===== config.mk =====
export PLATFORM = sky130hd
export DESIGN_NAME = tl_sink_allocator
export DESIGN_NICKNAME = d
export VERILOG_FILES = /design/src/rtl/tl_sink_allocator.sv
export SDC_FILE = /design/constraint.sdc
export NUM_CORES = 1
export LEC_CHECK = 0
export CORE_AREA = 2 2 386 388
export CTS_CLUSTER_DIAMETER = 80
export DETAILED_ROUTE_END_ITERATION = 12
export DIE_AREA = 0 0 388 390
export PLACE_DENSITY = 0.36
export SLEW_MARGIN = 0
export SYNTH_ARGS = -nofsm -noshare
export SYNTH_HDL_FRONTEND = slang
export SYNTH_SLANG_ARGS = --single-unit
export TNS_END_PERCENT = 50

===== constraint.sdc =====
create_clock -name clk_i -period 1.65 [get_ports clk_i]
set_input_delay 0.2475 -clock clk_i [delete_from_list [all_inputs] [get_ports clk_i]]
set_output_delay 0.2475 -clock clk_i [all_outputs]
set_load 0.02 [all_outputs]

===== src/rtl/tl_sink_allocator.sv =====
// TileLink sink allocator.
// Upstream managers see a HostSinkWidth-bit sink namespace. Each Grant/GrantData
// from the downstream manager takes the lowest free local entry. That entry
// remembers the device sink until the matching GrantAck (E) returns it.
// A, B and C pass straight through.
//
// Payload layouts (MSB first, flat vectors):
//   A: opcode[3] param[3] size source address mask corrupt data
//   B: opcode[3] param[2] size source address mask corrupt data
//   C: opcode[3] param[3] size source address corrupt data
//   D: opcode[3] param[2] size source sink denied corrupt data
//   E: sink
module tl_sink_allocator #(
  parameter int DataWidth       = 64,
  parameter int AddrWidth       = 56,
  parameter int SourceWidth     = 1,
  parameter int HostSinkWidth   = 2,
  parameter int DeviceSinkWidth = 1,
  parameter int MaxSize         = 6,
  localparam int SizeWidth      = $clog2(MaxSize + 1),
  localparam int MaskWidth      = DataWidth / 8,
  localparam int AWidth         = 3 + 3 + SizeWidth + SourceWidth + AddrWidth + MaskWidth + 1 + DataWidth,
  localparam int BWidth         = 3 + 2 + SizeWidth + SourceWidth + AddrWidth + MaskWidth + 1 + DataWidth,
  localparam int CWidth         = 3 + 3 + SizeWidth + SourceWidth + AddrWidth + 1 + DataWidth,
  localparam int HostDWidth     = 3 + 2 + SizeWidth + SourceWidth + HostSinkWidth + 2 + DataWidth,
  localparam int DeviceDWidth   = 3 + 2 + SizeWidth + SourceWidth + DeviceSinkWidth + 2 + DataWidth
) (
  input  logic                       clk_i,
  input  logic                       rst_i,
  // upstream side
  input  logic                       host_a_valid,
  output logic                       host_a_ready,
  input  logic [AWidth-1:0]          host_a,
  output logic                       host_b_valid,
  input  logic                       host_b_ready,
  output logic [BWidth-1:0]          host_b,
  input  logic                       host_c_valid,
  output logic                       host_c_ready,
  input  logic [CWidth-1:0]          host_c,
  output logic                       host_d_valid,
  input  logic                       host_d_ready,
  output logic [HostDWidth-1:0]      host_d,
  input  logic                       host_e_valid,
  output logic                       host_e_ready,
  input  logic [HostSinkWidth-1:0]   host_e,
  // downstream side
  output logic                       device_a_valid,
  input  logic                       device_a_ready,
  output logic [AWidth-1:0]          device_a,
  input  logic                       device_b_valid,
  output logic                       device_b_ready,
  input  logic [BWidth-1:0]          device_b,
  output logic                       device_c_valid,
  input  logic                       device_c_ready,
  output logic [CWidth-1:0]          device_c,
  input  logic                       device_d_valid,
  output logic                       device_d_ready,
  input  logic [DeviceDWidth-1:0]    device_d,
  output logic                       device_e_valid,
  input  logic                       device_e_ready,
  output logic [DeviceSinkWidth-1:0] device_e
);

  localparam int NumEntries   = 2 ** HostSinkWidth;
  localparam int LgBeatBytes  = $clog2(DataWidth / 8);
  localparam int BeatCntWidth = (MaxSize > LgBeatBytes) ? (MaxSize - LgBeatBytes) : 1;

  localparam logic [2:0] OpAccessAckData = 3'd1;
  localparam logic [2:0] OpGrant         = 3'd4;
  localparam logic [2:0] OpGrantData     = 3'd5;

  typedef struct packed {
    logic [2:0]                 opcode;
    logic [1:0]                 param;
    logic [SizeWidth-1:0]       size;
    logic [SourceWidth-1:0]     source;
    logic [DeviceSinkWidth-1:0] sink;
    logic                       denied;
    logic                       corrupt;
    logic [DataWidth-1:0]       data;
  } device_d_t;

  typedef struct packed {
    logic [2:0]               opcode;
    logic [1:0]               param;
    logic [SizeWidth-1:0]     size;
    logic [SourceWidth-1:0]   source;
    logic [HostSinkWidth-1:0] sink;
    logic                     denied;
    logic                     corrupt;
    logic [DataWidth-1:0]     data;
  } host_d_t;

  // Beats after the first in a D message; only data-carrying opcodes span beats.
  function automatic logic [BeatCntWidth-1:0] beat_len(input logic [2:0]           opcode,
                                                       input logic [SizeWidth-1:0] size);
    logic [BeatCntWidth-1:0] len;
    len = '0;
    if ((opcode == OpAccessAckData || opcode == OpGrantData) && int'(size) > LgBeatBytes) begin
      len = BeatCntWidth'((1 << (int'(size) - LgBeatBytes)) - 1);
    end
    return len;
  endfunction

  device_d_t                  dev_d;
  host_d_t                    host_d_s;

  logic [NumEntries-1:0]      entry_vld_q;
  logic [NumEntries-1:0]      entry_vld_d;
  logic [DeviceSinkWidth-1:0] entry_sink_q [NumEntries];
  logic [BeatCntWidth-1:0]    beat_cnt_q;
  logic [HostSinkWidth-1:0]   cur_idx_q;

  logic                       free_found;
  logic [HostSinkWidth-1:0]   free_idx;
  logic                       d_first;
  logic                       is_grant;
  logic                       stall;
  logic                       d_fire;
  logic                       alloc_fire;
  logic                       e_fire;

  assign device_a_valid = host_a_valid;
  assign host_a_ready   = device_a_ready;
  assign device_a       = host_a;

  assign host_b_valid   = device_b_valid;
  assign device_b_ready = host_b_ready;
  assign host_b         = device_b;

  assign device_c_valid = host_c_valid;
  assign host_c_ready   = device_c_ready;
  assign device_c       = host_c;

  assign dev_d = device_d;

  // Lowest-numbered entry free in the registered state; freeing this cycle does not count.
  always_comb begin
    free_found = 1'b0;
    free_idx   = '0;
    for (int i = NumEntries - 1; i >= 0; i--) begin
      if (!entry_vld_q[i]) begin
        free_found = 1'b1;
        free_idx   = HostSinkWidth'(i);
      end
    end
  end

  assign d_first  = (beat_cnt_q == '0);
  assign is_grant = (dev_d.opcode == OpGrant) || (dev_d.opcode == OpGrantData);
  // Only the first beat of a Grant needs an entry; later GrantData beats reuse cur_idx.
  assign stall    = device_d_valid && d_first && is_grant && !free_found;

  assign host_d_valid   = device_d_valid && !stall;
  assign device_d_ready = host_d_ready && !stall;
  assign d_fire         = device_d_valid && device_d_ready;
  assign alloc_fire     = d_fire && d_first && is_grant;

  // D payload forwarded unchanged apart from the sink rename.
  always_comb begin
    host_d_s         = '0;
    host_d_s.opcode  = dev_d.opcode;
    host_d_s.param   = dev_d.param;
    host_d_s.size    = dev_d.size;
    host_d_s.source  = dev_d.source;
    host_d_s.denied  = dev_d.denied;
    host_d_s.corrupt = dev_d.corrupt;
    host_d_s.data    = dev_d.data;
    if (is_grant) begin
      host_d_s.sink = d_first ? free_idx : cur_idx_q;
    end
  end

  assign host_d = host_d_s;

  assign device_e_valid = host_e_valid;
  assign host_e_ready   = device_e_ready;
  assign device_e       = entry_sink_q[host_e];
  assign e_fire         = host_e_valid && device_e_ready;

  // Entry occupancy update; the allocation is applied last so it wins an index clash.
  always_comb begin
    entry_vld_d = entry_vld_q;
    if (e_fire) begin
      entry_vld_d[host_e] = 1'b0;
    end
    if (alloc_fire) begin
      entry_vld_d[free_idx] = 1'b1;
    end
  end

  // Control state: occupancy, burst counter and the index owned by the current burst.
  always_ff @(posedge clk_i or posedge rst_i) begin
    if (rst_i) begin
      entry_vld_q <= '0;
      beat_cnt_q  <= '0;
      cur_idx_q   <= '0;
    end else begin
      entry_vld_q <= entry_vld_d;
      if (d_fire) begin
        beat_cnt_q <= d_first ? beat_len(dev_d.opcode, dev_d.size)
                              : beat_cnt_q - BeatCntWidth'(1);
      end
      if (alloc_fire) begin
        cur_idx_q <= free_idx;
      end
    end
  end

  // Device sink captured on allocation; meaningful only while the entry is valid.
  always_ff @(posedge clk_i) begin
    if (alloc_fire) begin
      entry_sink_q[free_idx] <= dev_d.sink;
    end
  end

  // A GrantAck for an entry that was never granted means upstream lost track of its sinks.
  always @(posedge clk_i) begin
    if (!rst_i && e_fire) begin
      assert (entry_vld_q[host_e])
        else $error("tl_sink_allocator: E beat for unallocated sink %0d", host_e);
    end
  end

endmodule


==> Word-level counts from Yosys, hierarchy flattened <==
Memories as Yosys holds them, arrays and structs flattened.
Cells that the tools add are included.
{ "op_classes": {"muxes": 20, "n_addsub": 3, "magnitude_cmp": 5, "n_shift": 1, "n_reduce_logical": 17, "n_mul": 0, "div": 0, "eq_ne": 3, "bitwise": 3} }
{ "op_table": {"columns": ["operator", "n"], "rows": [
  ["<< shifter 1 x 32 -> 3 bit (first input constant)", 1],
  ["logical AND 1 bit", 12],
  ["two-way mux 2 bit", 6],
  ["two-way mux 1 bit", 8],
  ["two-way mux 4 bit", 2],
  ["equality test 3 bit (second input constant)", 2],
  ["less-than comparator 2 x 3 -> 1 bit (second input constant)", 2],
  ["two-way mux 3 bit", 2],
  ["AND 4 bit", 1],
  ["demux 1 bit (select 2 bit)", 2],
  [">= comparator 2 x 1 -> 1 bit (second input constant)", 2],
  ["NOT 4 bit", 1],
  ["bitwise OR 4 bit", 1],
  ["subtractor 3 x 2 -> 4 bit (second input constant)", 1],
  ["equality test 3 x 1 -> 1 bit (second input constant)", 1],
  ["> comparator 3 x 2 -> 1 bit (second input constant)", 1],
  ["zero test 3 bit", 1],
  ["subtractor 3 x 1 -> 3 bit (second input constant)", 1],
  ["subtractor 3 x 2 -> 3 bit (second input constant)", 1],
  ["zero test 1 bit", 2],
  ["logical OR 1 bit", 2]
]} }
{ "word_totals": {"romBits": 0, "latchBits": 0, "inputBits": 498, "memories": 1, "output_inout_bits": 496, "mem_bits_rw": 4, "ff_bits": 9} }
{ "memory_table": {"columns": ["memory", "words", "width", "rd", "rd_clocked_by_memory_dff", "wr", "line_no", "source"], "rows": [
  ["entry_sink_q", 4, 1, 1, 0, 1, "110", "logic [DeviceSinkWidth-1:0] entry_sink_q [NumEntries];"]
]} }

==> Longest topological paths before layout <==
{ "depth": {"word_depth": 13, "ltp_mapped": 7, "mapped_depth_nobuf": 7} }

==> Worst setup path before layout <==
Ideal clock, no wire load.
{ "synth_path": {"path_kind": "input to register", "startpoint": "input device_d[68]", "endpoint": "register beat_cnt_q[1]", "t_arrival_ns": 1.738, "setup_slack_ns": -0.171, "path_stages": 7, "cell_sequence": "ha_1 > ha_1 > or4_1 > ha_1 > nor2_1 > a21oi_1 > o21ai_0"} }
{ "synth_via": {"elab_chain_cells": 5} }
{ "synth_lines": {"columns": ["element", "line_no", "source"], "rows": [
  ["start, declared", "58", "input logic [DeviceDWidth-1:0] device_d,"],
  ["subtractor 3 x 2 -> 4 bit", "100", "len = BeatCntWidth'((1 << (int'(size) - LgBeatBytes)) - 1);"],
  ["<< shifter 1 x 32 -> 3 bit", "100", null],
  ["subtractor 3 x 2 -> 3 bit", "100", null],
  ["two-way mux 3 bit (*)", "99", "if ((opcode == OpAccessAckData || opcode == OpGrantData) && int'(size) > LgBeatBytes) begin"],
  ["two-way mux 3 bit (*)", "201", "beat_cnt_q <= d_first ? beat_len(dev_d.opcode, dev_d.size)"],
  ["end signal, assigned", "201", null],
  ["end, declared", "111", "logic [BeatCntWidth-1:0] beat_cnt_q;"]
]} }
Every way passes the cells marked *; elsewhere a longest branch is shown, timed or not.
A chain may end at the register's enable or synchronous reset.

==> Worst setup path in the final report <==
{ "layout_path": {"startpoint": "register beat_cnt_q[0]", "endpoint": "output host_d[67]"} }
{ "layout_via": {"elab_chain_cells": 3} }
{ "layout_lines": {"columns": ["element", "line_no", "source"], "rows": [
  ["zero test 3 bit", "149", "assign d_first = (beat_cnt_q == '0);"],
  ["two-way mux 2 bit", "170", "host_d_s.sink = d_first ? free_idx : cur_idx_q;"],
  ["two-way mux 2 bit", "169", "if (is_grant) begin"],
  ["end, declared", "42", "output logic [HostDWidth-1:0] host_d,"]
]} }
No other way between the ends.

==> results.yml <==
clocking:
  cts_made_buffers: 3
  root_buffer: "clkbuf_16"
  cts.sinks: 13
  clkSlewWorstSetupHoldPaths_ns: 0.07
  h-tree-depth: 1
  hold_buffers: 0
  cts_tree: "built"
  clk_latency_ns: 0.27
  cts_buffer_depth: 2
timing:
  period_share_pct: 119
  final.min_clock_period_ns: 1.96
  fin_tns_setup_ns: -1.75
  grt_setup_unrepaired: "true"
  worst_slack_ns: -0.314
  hold_viol_final: 0
  clock.fmax_mhz: 509
  finalMaxSlewViolations: 0
  final-setup-viol-count: 13
  skew_ns: 0.0135
  relSlewSlack_pct: 62.2
  hold_ws_ns: 0.332
  tightest_slew_ns: 0.566
global_routing:
  grt_pass1_wl_um: 87000
  grt_use_met2_pct: 16.7
  antenna_found_initial: 7
  grt_max_degree: 10
  gr-total-overflow: 0
  grt_use_total_pct: 10.5
  met1_usage_pct: 2.57
  first_global_vias: 1806
  gr-max-usage-layer: "met3"
  met3_usage_pct: 22.3
placement:
  gp_congestion: 0.801
  port_buffers: 27
  dp_hpwl_um: 80600
  pre_cts_slack_ns: -0.695
synth:
  yosys_most_used_dff: "dfrtp_1"
  synth_edf_count: 4
  yosysWarnings: 0
  syn-num-nets: 1076
  synth_commonest_cells: "buf_4, nand2_1, dfrtp_1, a21oi_1, nor2_1"
  synth.cell_area_mm2: 0.00448
  synth_top_area_share_pct: 82.3
  synth_area_leaders: "buf_4, dfrtp_1, edfxtp_1, ha_1, nand2_1"
  syn-mean-instance-area_um2: 7.82
  seq_area_frac_synth_pct: 7.71
  synth_adder_area_share_pct: 1.40
  yosysMostFrequentCell: "buf_4"
  synth_top_family_by_area: "buffers and inverters"
  synth_compound_area_share_pct: 2.32
  synth_xor_area_share_pct: 0.196
  synth_area_leader_cell: "buf_4"
  muxShareOfSynthArea_pct: 1.17
  synth_cell_types: 27
  ys_ff_latch: 13
  async_flop_share_pct: 69.2
  postSynthCellCount: 573
  synth-simple-area-share_pct: 4.50
power:
  p_per_area_mw_per_mm2: 557
  p_leak_uw: 0.000854
  power_uw: 2370
  vdd_drop_max_v: 0.000323
floorplan:
  fp.coreArea_mm2: 0.147
  die_area_mm2: 0.151
  row_count: 141
  initial_core_util_pct: 3.04
  die_w_um: 388
  io_pins: 994
  die_y_um: 390
route:
  drc: 0
  first_pass_iters: 4
  drt-vias-per-instance: 0.894
  wl_per_cell_um: 39.7
  detail-route-antenna-nets: 0
  first_iter_violations: 94
  routed_wl_um: 82900
  vias: 1865
run:
  maxCapViolCount: 0
setup_path:
  worstSetupEndpointType: "primary output"
  crit_required_ns: 1.40
  start_kind: "flop"
  cp_max_fo: 2
  setup.worst_path.class: "reg2out"
  cp.arrival_ns: 1.72
worst_hold_path:
  hold_class: "in2async"
run_status:
  status: "finished, violations left"
  violations: "setup timing"
final_layout:
  drive_above_1_share_pct: 59.0
  nets: 660
  synthToLayoutAreaGrowth_pct: -4.92
  utilization_pct: 2.89
[layout make-up]
cell class,count,area [um2]
tap,1930,2410
sequential,13,347
multi-input combinational,64,628
antenna,1,2.50
clock buffer,4,78.8
inverter,5,18.8
fill,17600,143000
timing repair buffer,70,769
[registers in the layout (all words and copies together) (netlist names)]
name / count
entry_vld_q: 4
cur_idx_q: 2
beat_cnt_q: 3
entry_sink_q: 4
[cells by family after synthesis]
| group | Yosys count |
|---|---|
| and+or+nand+nor | 38 |
| AOI/OAI and AO/OA | 17 |
| muxes | 3 |
| buffers and inverters | 496 |
| adders and majority gates | 5 |
| DFF | 13 |
| xor gates and xnor gates | 1 |
[worst paths after layout]
path	from	end	slack [ns]	cells after the start
max	beat_cnt_q[0]	host_d[67]	-0.31	9
min	rst_i	entry_vld_q[3]	0.33	2
max reg2reg	beat_cnt_q[0]	cur_idx_q[0]	-0.14	6
min reg2reg	cur_idx_q[0]	cur_idx_q[0]	0.52	1
max in group asynchronous	rst_i	entry_vld_q[1]	0.90	2
min in group clk_i	host_a[102]	device_a[102]	0.50	0
[cells in the final DEF, fill, tap and decap left out, types with 2 or more instances in the layout]
master and count:
buf_4 33, buf_12 13, nand2_1 9, buf_6 9, dfrtp_1 8, clkdlybuf4s50_1 8
a21oi_1 4, nor2_1 4, ha_4 4, edfxtp_1 4, inv_2 3, nor3_1 3
clkbuf_16 3, nand2b_4 2, nand4_1 2, mux2_4 2, nor2b_4 2, nand3_1 2
nand2b_1 2, nor3_4 2, a21o_1 2, o21ai_0 2, inv_1 2, o21ai_1 2
nor2_4 2, dlygate4sd2_1 2, clkdlybuf4s15_2 2, dlymetal6s2s_1 2
[critical path, cell delays in order (launching register included)]
cell and delay [ns]:
dfrtp_1 0.39, inv_2 0.08, ha_4 0.15, buf_6 0.09, nor2b_4 0.13, buf_6 0.14
nand2_2 0.06, a21oi_2 0.15, buf_4 0.13, buf_12 0.11
[per-stage QoR]
stage	cells	instance area (um2)
after detailed placement	2073	3880
after floorplan	573	4500
final	2087	4260
after global routing	2086	4260
after CTS	2082	4170
after global placement	2073	3880
[metal layers]
metal | up-vias | share of wire [%]
li1 | 446 | -
met1 | 579 | 8.6
met2 | 738 | 45
met3 | 100 | 44
met4 | 2 | 1.7
met5 | - | 0.14
[timing repair]
| action | in CTS | in global routing |
|---|---|---|
| setup endpoints to repair | 18 | 16 |
| gates resized for setup | 48 | 14 |
| buffers inserted | 5 | 5 |
| pin swaps | 9 | 8 |
[power by group]
| group | internal, uW | total [uW] | switching [uW] |
|---|---|---|---|
| registers | 398 | 454 | 55.7 |
| logic | 750 | 1380 | 632 |
| clock network | 330 | 534 | 204 |
| total | 1480 | 2370 | 892 |
Power figures use the tool's default switching activity.
==> edit 1 (same flow settings) <==
The parameter `DataWidth` goes from 64 to 32.
--- a/src/rtl/tl_sink_allocator.sv
+++ b/src/rtl/tl_sink_allocator.sv
@@ -12,5 +12,5 @@
 //   E: sink
 module tl_sink_allocator #(
-  parameter int DataWidth       = 64,
+  parameter int DataWidth       = 32,
   parameter int AddrWidth       = 56,
   parameter int SourceWidth     = 1,
Interface: changed (8 resized); port bits go from 994 to 722. The function was not compared with the original's and may differ.
==> edit 1 against the original RTL <==
The flow still finishes with violations (setup timing); sequential cell count grew 1; clock skew shrank 0.0072 ns; count of clock-buffer cells in the layout shrank 1; wire length decreased by 53%; setup slack lost 0.15 ns; first-iteration DRC count shrank 33%; cell area down 0.85%; sequential power grew 7.3%; clock power shrank 7.7%; area after synthesis down 19%; power down 14%; critical path type unchanged; critical endpoint is now host_d[35].
==> edit 1: results (changes against the original RTL) <==
| Metric | Value |
|---|---|
| Status | complete, but fails checks |
| Violated checks | setup timing |
| Met2 GRT Util | 0.0784 (-0.0884) |
| Final HPWL DP | 37.1 mm (-54%) |
| P_leak | 0.832 nW (-2.5%) |
| Hold Buf Count CTS | 0 (unchanged) |
| Share of cells above drive strength 1 | 0.538 (-0.0522) |
| Tot GR Track Use | 0.0495 (-0.0553) |
| Setup slack, reg-to-reg | -0.39 ns (-0.25 ns) |
| R2r endpoint | entry_vld_q[1]$_DFF_PP0_ |
| Endpoints failing setup | 18 (+5) |
| Metal2 WL | 17.5 mm (-53%) |
| Drt wl/cell | 18.6 um (-53%) |
| Synth area leaders | buf_4 (74%), dfrtp_1 (6.9%), edfxtp_1 (3.3%), ha_1 (1.7%), a21oi_1 (1.1%) |
| Met3 wire length | 15.7 mm (-57%) |
| Delay-heaviest family, CP | compound AO/OA/AOI/OAI gates |
| Filler Cells Inserted | 17600 (+0.051%) |
| Clk Latency, worst-skew pair | 0.25 ns (-0.02 ns) |
| Initial antenna violation count | 11 (+4) |
| Async SR Flop Fraction | 0.714 (+0.0220) |
| Post-synthesis cell type count | 42 (+56%) |
| Min Hold Slack | 0.326 ns (-0.00583 ns) |
| Worst EP arrival | 1.87 ns (+0.15 ns) |
| CP Max Fanout | 4 (+2) |
| Synth Area in Adders | 0.0173 (+0.00333) |
| Top Registers | beat_cnt_q x4, entry_sink_q x4, entry_vld_q x4 |
| Clock-net power | 0.493 mW (-7.7%) |
| Routability Congestion | 0.626 (-22%) |
| Reg power frac | 0.239 (+0.048) |
| Largest net degree at the start of global routing | 11 (+1) |
| CP max-delay cell | or3b_4 |
| Synth Area in XOR/XNOR | 0.00242 (+0.000467) |
| Worst slack at placement | -0.408 ns (+0.287 ns) |
| Net count after synthesis | 820 (-24%) |
| Drt via density | 0.783 (-12%) |
| WL met1 | 3.37 mm (-53%) |
| Vias | 1649 (-12%) |
| End of the critical path | host_d[35] |
| Worst setup margin | -0.468 ns (-0.154 ns) |
| Post-synthesis mux area share | 0.0104 (-0.00135) |
| Synth top cells by count | buf_4 (355), dfrtp_1 (10), a21oi_1 (8), inv_1 (8), nand2_1 (6) |
| Post-Place Cell Area | 3990 um2 (+2.8%) |
| First-pass GRT wire length | 42.7 mm (-51%) |
| Sequential share of the synthesized area | 0.102 (+0.0253) |
| Compound-Gate Fraction of Synth Area | 0.0498 (+0.0266) |
| Grt met1 use | 0.0121 (-0.0135) |
| Placed cell count | 2091 (+0.87%) |
| Initial DRC count | 63 (-33%) |
| Max rail drop VDD | 0.000254 V (-21%) |
| Net count of the finished layout | 541 (-18%) |
| CP peak stage delay | 0.42 ns (+0.03 ns) |
| Met3 Use GR | 0.0931 (-0.130) |
| Max_slew headroom | 0.666 (+0.0435) |
| Vias in the first global route | 1769 (-2.0%) |
| Setup crit start | beat_cnt_q[0]$_DFFE_PP0P_ |
## edit 1: changes by cell type after synthesis, moves of 2 or more
cell     delta
o21ai_1     +2
buf_4     -136
inv_1       +3
nand2_1     -5
nor3_4      +2
buf_2       +2
nor2b_1     -2
a21oi_1     +2
a211o_2     +2
a21o_1      -2
## edit 1: cell type report
cell class	count	share of cell area
Tap cell	1930	0.572
Timing Repair Buffer	75	0.166
Multi-Input combinational cell	72	0.148
Sequential cell	14	0.0877
Clock buffer	3	0.0178
Inverter	8	0.00711
Antenna cell	2	0.00119
Clock inverter	1	0.000889
## edit 1: per-stage QoR
stage               utilization  TNS (ns)  total power [mW]
floorplan                     -     -1.84              2.15
global placement         0.0271     -6.06              1.40
detailed placement       0.0271     -6.04              1.39
CTS                      0.0285     -6.38              2.04
global route             0.0287     -7.17              2.17
finish                   0.0287     -5.39              2.04
## edit 1: repair_timing
item / in CTS / in global routing
gates resized for setup: 18 / 5
endpoints found under the setup margin: 19 / 18
pin swaps: 11 / 5
buffers inserted: 7 / 1
==> edit 2 (config.mk and constraints unchanged) <==
Made on the original files. Reset style: synchronous (`rst_i`), changed in one clocked block.
--- a/src/rtl/tl_sink_allocator.sv
+++ b/src/rtl/tl_sink_allocator.sv
@@ -191,5 +191,5 @@
 
   // Control state: occupancy, burst counter and the index owned by the current burst.
-  always_ff @(posedge clk_i or posedge rst_i) begin
+  always_ff @(posedge clk_i) begin
     if (rst_i) begin
       entry_vld_q <= '0;
Function: differs if rst_i is asserted again (counterexample within 4 cycles, from zero or initial values and one cycle with rst_i high); with rst_i held inactive, the same outputs for 4 cycles.
==> edit 2 against the original RTL <==
The run still ends with setup timing left; synthesized cell count up 0.87%; setup slack improved by 0.15 ns; global-route usage fell by 0.087 points; sequential cell count is the same; cell area fell by 4.2%; via count did not move; critical endpoint is now beat_cnt_q[1]$_SDFFE_PP0P_; hold slack gained 0.13 ns; count of clock-buffer cells in the layout is the same; area after synthesis rose by 0.75%; utilization down 0.12 points; wire length down 0.77%.
Power is not compared: it rests on default switching activity, and its combinational part moved more than twofold at a synthesized area within 25%.
==> edit 2: results (changes against the original RTL) <==
| Metric | Value |
|---|---|
| Htree depth | 1 (unchanged) |
| Met3 Use GR | 0.222 (-0.000594) |
| Final HPWL DP | 80.2 mm (-0.47%) |
| Routability Congestion | 0.808 (+0.86%) |
| Delay-heaviest family, CP | adder cells |
| Filler Cells Inserted | 17600 (+0.051%) |
| Status | complete, but fails checks |
| PortBufs | 27 (unchanged) |
| Worst R2R Path Depth | 8 (+2) |
| Yosys warns | 0 (unchanged) |
| Met3 wire length | 37.0 mm (+0.28%) |
| Routed WL | 82.3 mm (-0.77%) |
| First-pass GRT wire length | 86.7 mm (-0.36%) |
| Vias | 1865 (unchanged) |
| Worst setup margin | -0.163 ns (+0.151 ns) |
| Vias in the first global route | 1829 (+1.3%) |
| Grt met1 use | 0.0217 (-0.00399) |
| Sequential share of the synthesized area | 0.0665 (-0.0106) |
| Clk Latency, worst-skew pair | 0.25 ns (-0.02 ns) |
| Largest net degree at the start of global routing | 10 (unchanged) |
| Share of cells above drive strength 1 | 0.513 (-0.0764) |
| Main flop type after synthesis | dfxtp_1 |
| Min Hold Slack | 0.461 ns (+0.129 ns) |
| Metal2 WL | 37.6 mm (+0.70%) |
| Endpoints failing setup | 5 (-8) |
| Met2 GRT Util | 0.168 (+0.00114) |
| Reg2reg start | beat_cnt_q[0]$_SDFFE_PP0P_ |
| First-pass DRT Iterations | 4 (unchanged) |
| CP peak stage delay | 0.48 ns (+0.09 ns) |
| P_leak | 0.715 nW |
| Hold crit path type | reg2reg |
| Post-synthesis cell type count | 39 (+44%) |
| Setup crit start | device_d[69] |
| Worst EP arrival | 1.94 ns (+0.22 ns) |
| Synth area leaders | buf_4 (82%), dfxtp_1 (4.0%), edfxtp_1 (2.7%), ha_1 (1.4%), a21oi_1 (0.78%) |
| Initial antenna violation count | 8 (+1) |
| CTS max path bufs | 2 (unchanged) |
| CP max-delay cell | or4_4 |
| Synth top cells by count | buf_4 (492), dfxtp_1 (9), nor2_1 (9) |
| Post-Place Cell Area | 3850 um2 (-0.71%) |
| Reg clk slew, reported paths | 0.05 ns (-0.02 ns) |
| End of the critical path | beat_cnt_q[1]$_SDFFE_PP0P_ |
| Max Clock Skew | 0.00853 ns (-0.00502 ns) |
| Tot GR Track Use | 0.104 (-0.000875) |
| WL met1 | 6.14 mm (-14%) |
| # diodes | 0 (-1) |
| Max_slew headroom | 0.714 (+0.0918) |
| Initial DRC count | 77 (-18%) |
| Async SR Flop Fraction | 0 (-0.692) |
| CP Max Fanout | 2 (unchanged) |
| EDFF count, synth | 4 (unchanged) |
| Violated checks | setup timing |
| R2r endpoint | beat_cnt_q[2]$_SDFFE_PP0P_ |
| Setup slack, reg-to-reg | 0.01 ns (+0.15 ns) |
| Net count after synthesis | 1081 (+0.46%) |
| Net count of the finished layout | 654 (-0.91%) |
==> edit 2: kinds of logic after synthesis <==
kind of cell | synth area share
simple gates | 0.0469
compound gates | 0.0319
flops | 0.0665
buf+inv | 0.829
xor+xnor | 0.00194
mux | 0.00943
fa+ha+maj | 0.0139
==> edit 2: repair_timing <==
action / 4_1_cts / 5_1_grt
buffers inserted: 3 / 2
pin swaps: 12 / 7
endpoints found under the setup margin: 11 / 11
resized for setup: 42 / 4
cloned: 0 / 0
==> edit 2: report_power, final <==
| group | internal, mW | leakage [nW] | switching, mW |
|---|---|---|---|
| combinational | 0.196 | 0.568 | 0.175 |
| clock | 0.327 | 0.0382 | 0.155 |
| sequential | 0.336 | 0.109 | 0.00467 |
| total | 0.860 | 0.715 | 0.335 |
==> edit 2: final cells by class <==
cell class,count,area (um2),area share
inverter,8,32.5,0.00797
sequential,13,300,0.0736
multi-input combinational,62,584,0.143
clock buffer,4,78.8,0.0193
tap,1930,2410,0.592
timing repair buffer,63,671,0.164
==> edit 2: how the worst min path moves through the flow <==
stage,slack (ns),start,end,cells after the start
final,0.46,cur_idx_q[0]$_SDFFE_PP0P_,cur_idx_q[0]$_SDFFE_PP0P_,2
after global routing,0.48,cur_idx_q[0]$_SDFFE_PP0P_,cur_idx_q[0]$_SDFFE_PP0P_,2
after CTS,0.46,cur_idx_q[0]$_SDFFE_PP0P_,cur_idx_q[0]$_SDFFE_PP0P_,2
after detailed placement,0.45,cur_idx_q[0]$_SDFFE_PP0P_,cur_idx_q[0]$_SDFFE_PP0P_,2
after global placement,0.45,cur_idx_q[0]$_SDFFE_PP0P_,cur_idx_q[0]$_SDFFE_PP0P_,2
after floorplan,0.35,device_d[66],entry_sink_q[0]$_DFFE_PP_,0
==> edit 2: worst register-to-register path: cells and delay by family, from the launching register on <==
kind	cells	cell delay [ns]
AO/OA/AOI/OAI	3	0.48
AND/OR/NAND/NOR	1	0.22
buffers and inverters	3	0.32
flip-flops	1	0.34
adder cells (fa/ha/maj)	1	0.16
==> edit 2: through the flow <==
| step | setup WS, ns | total power [mW] | TNS [ns] | std cells | util |
|---|---|---|---|---|---|
| 2_1_floorplan | -0.283 | 2.18 | -0.509 | 578 | - |
| 3_3_place_gp | -0.982 | 0.682 | -4.35 | 2072 | 0.0262 |
| 3_5_place_dp | -1.01 | 0.678 | -4.48 | 2072 | 0.0262 |
| 4_1_cts | -0.203 | 1.22 | -0.642 | 2079 | 0.0276 |
| 5_1_grt | -0.231 | 1.25 | -1.02 | 2080 | 0.0277 |
| 6_report | -0.163 | 1.20 | -0.384 | 2080 | 0.0277 |
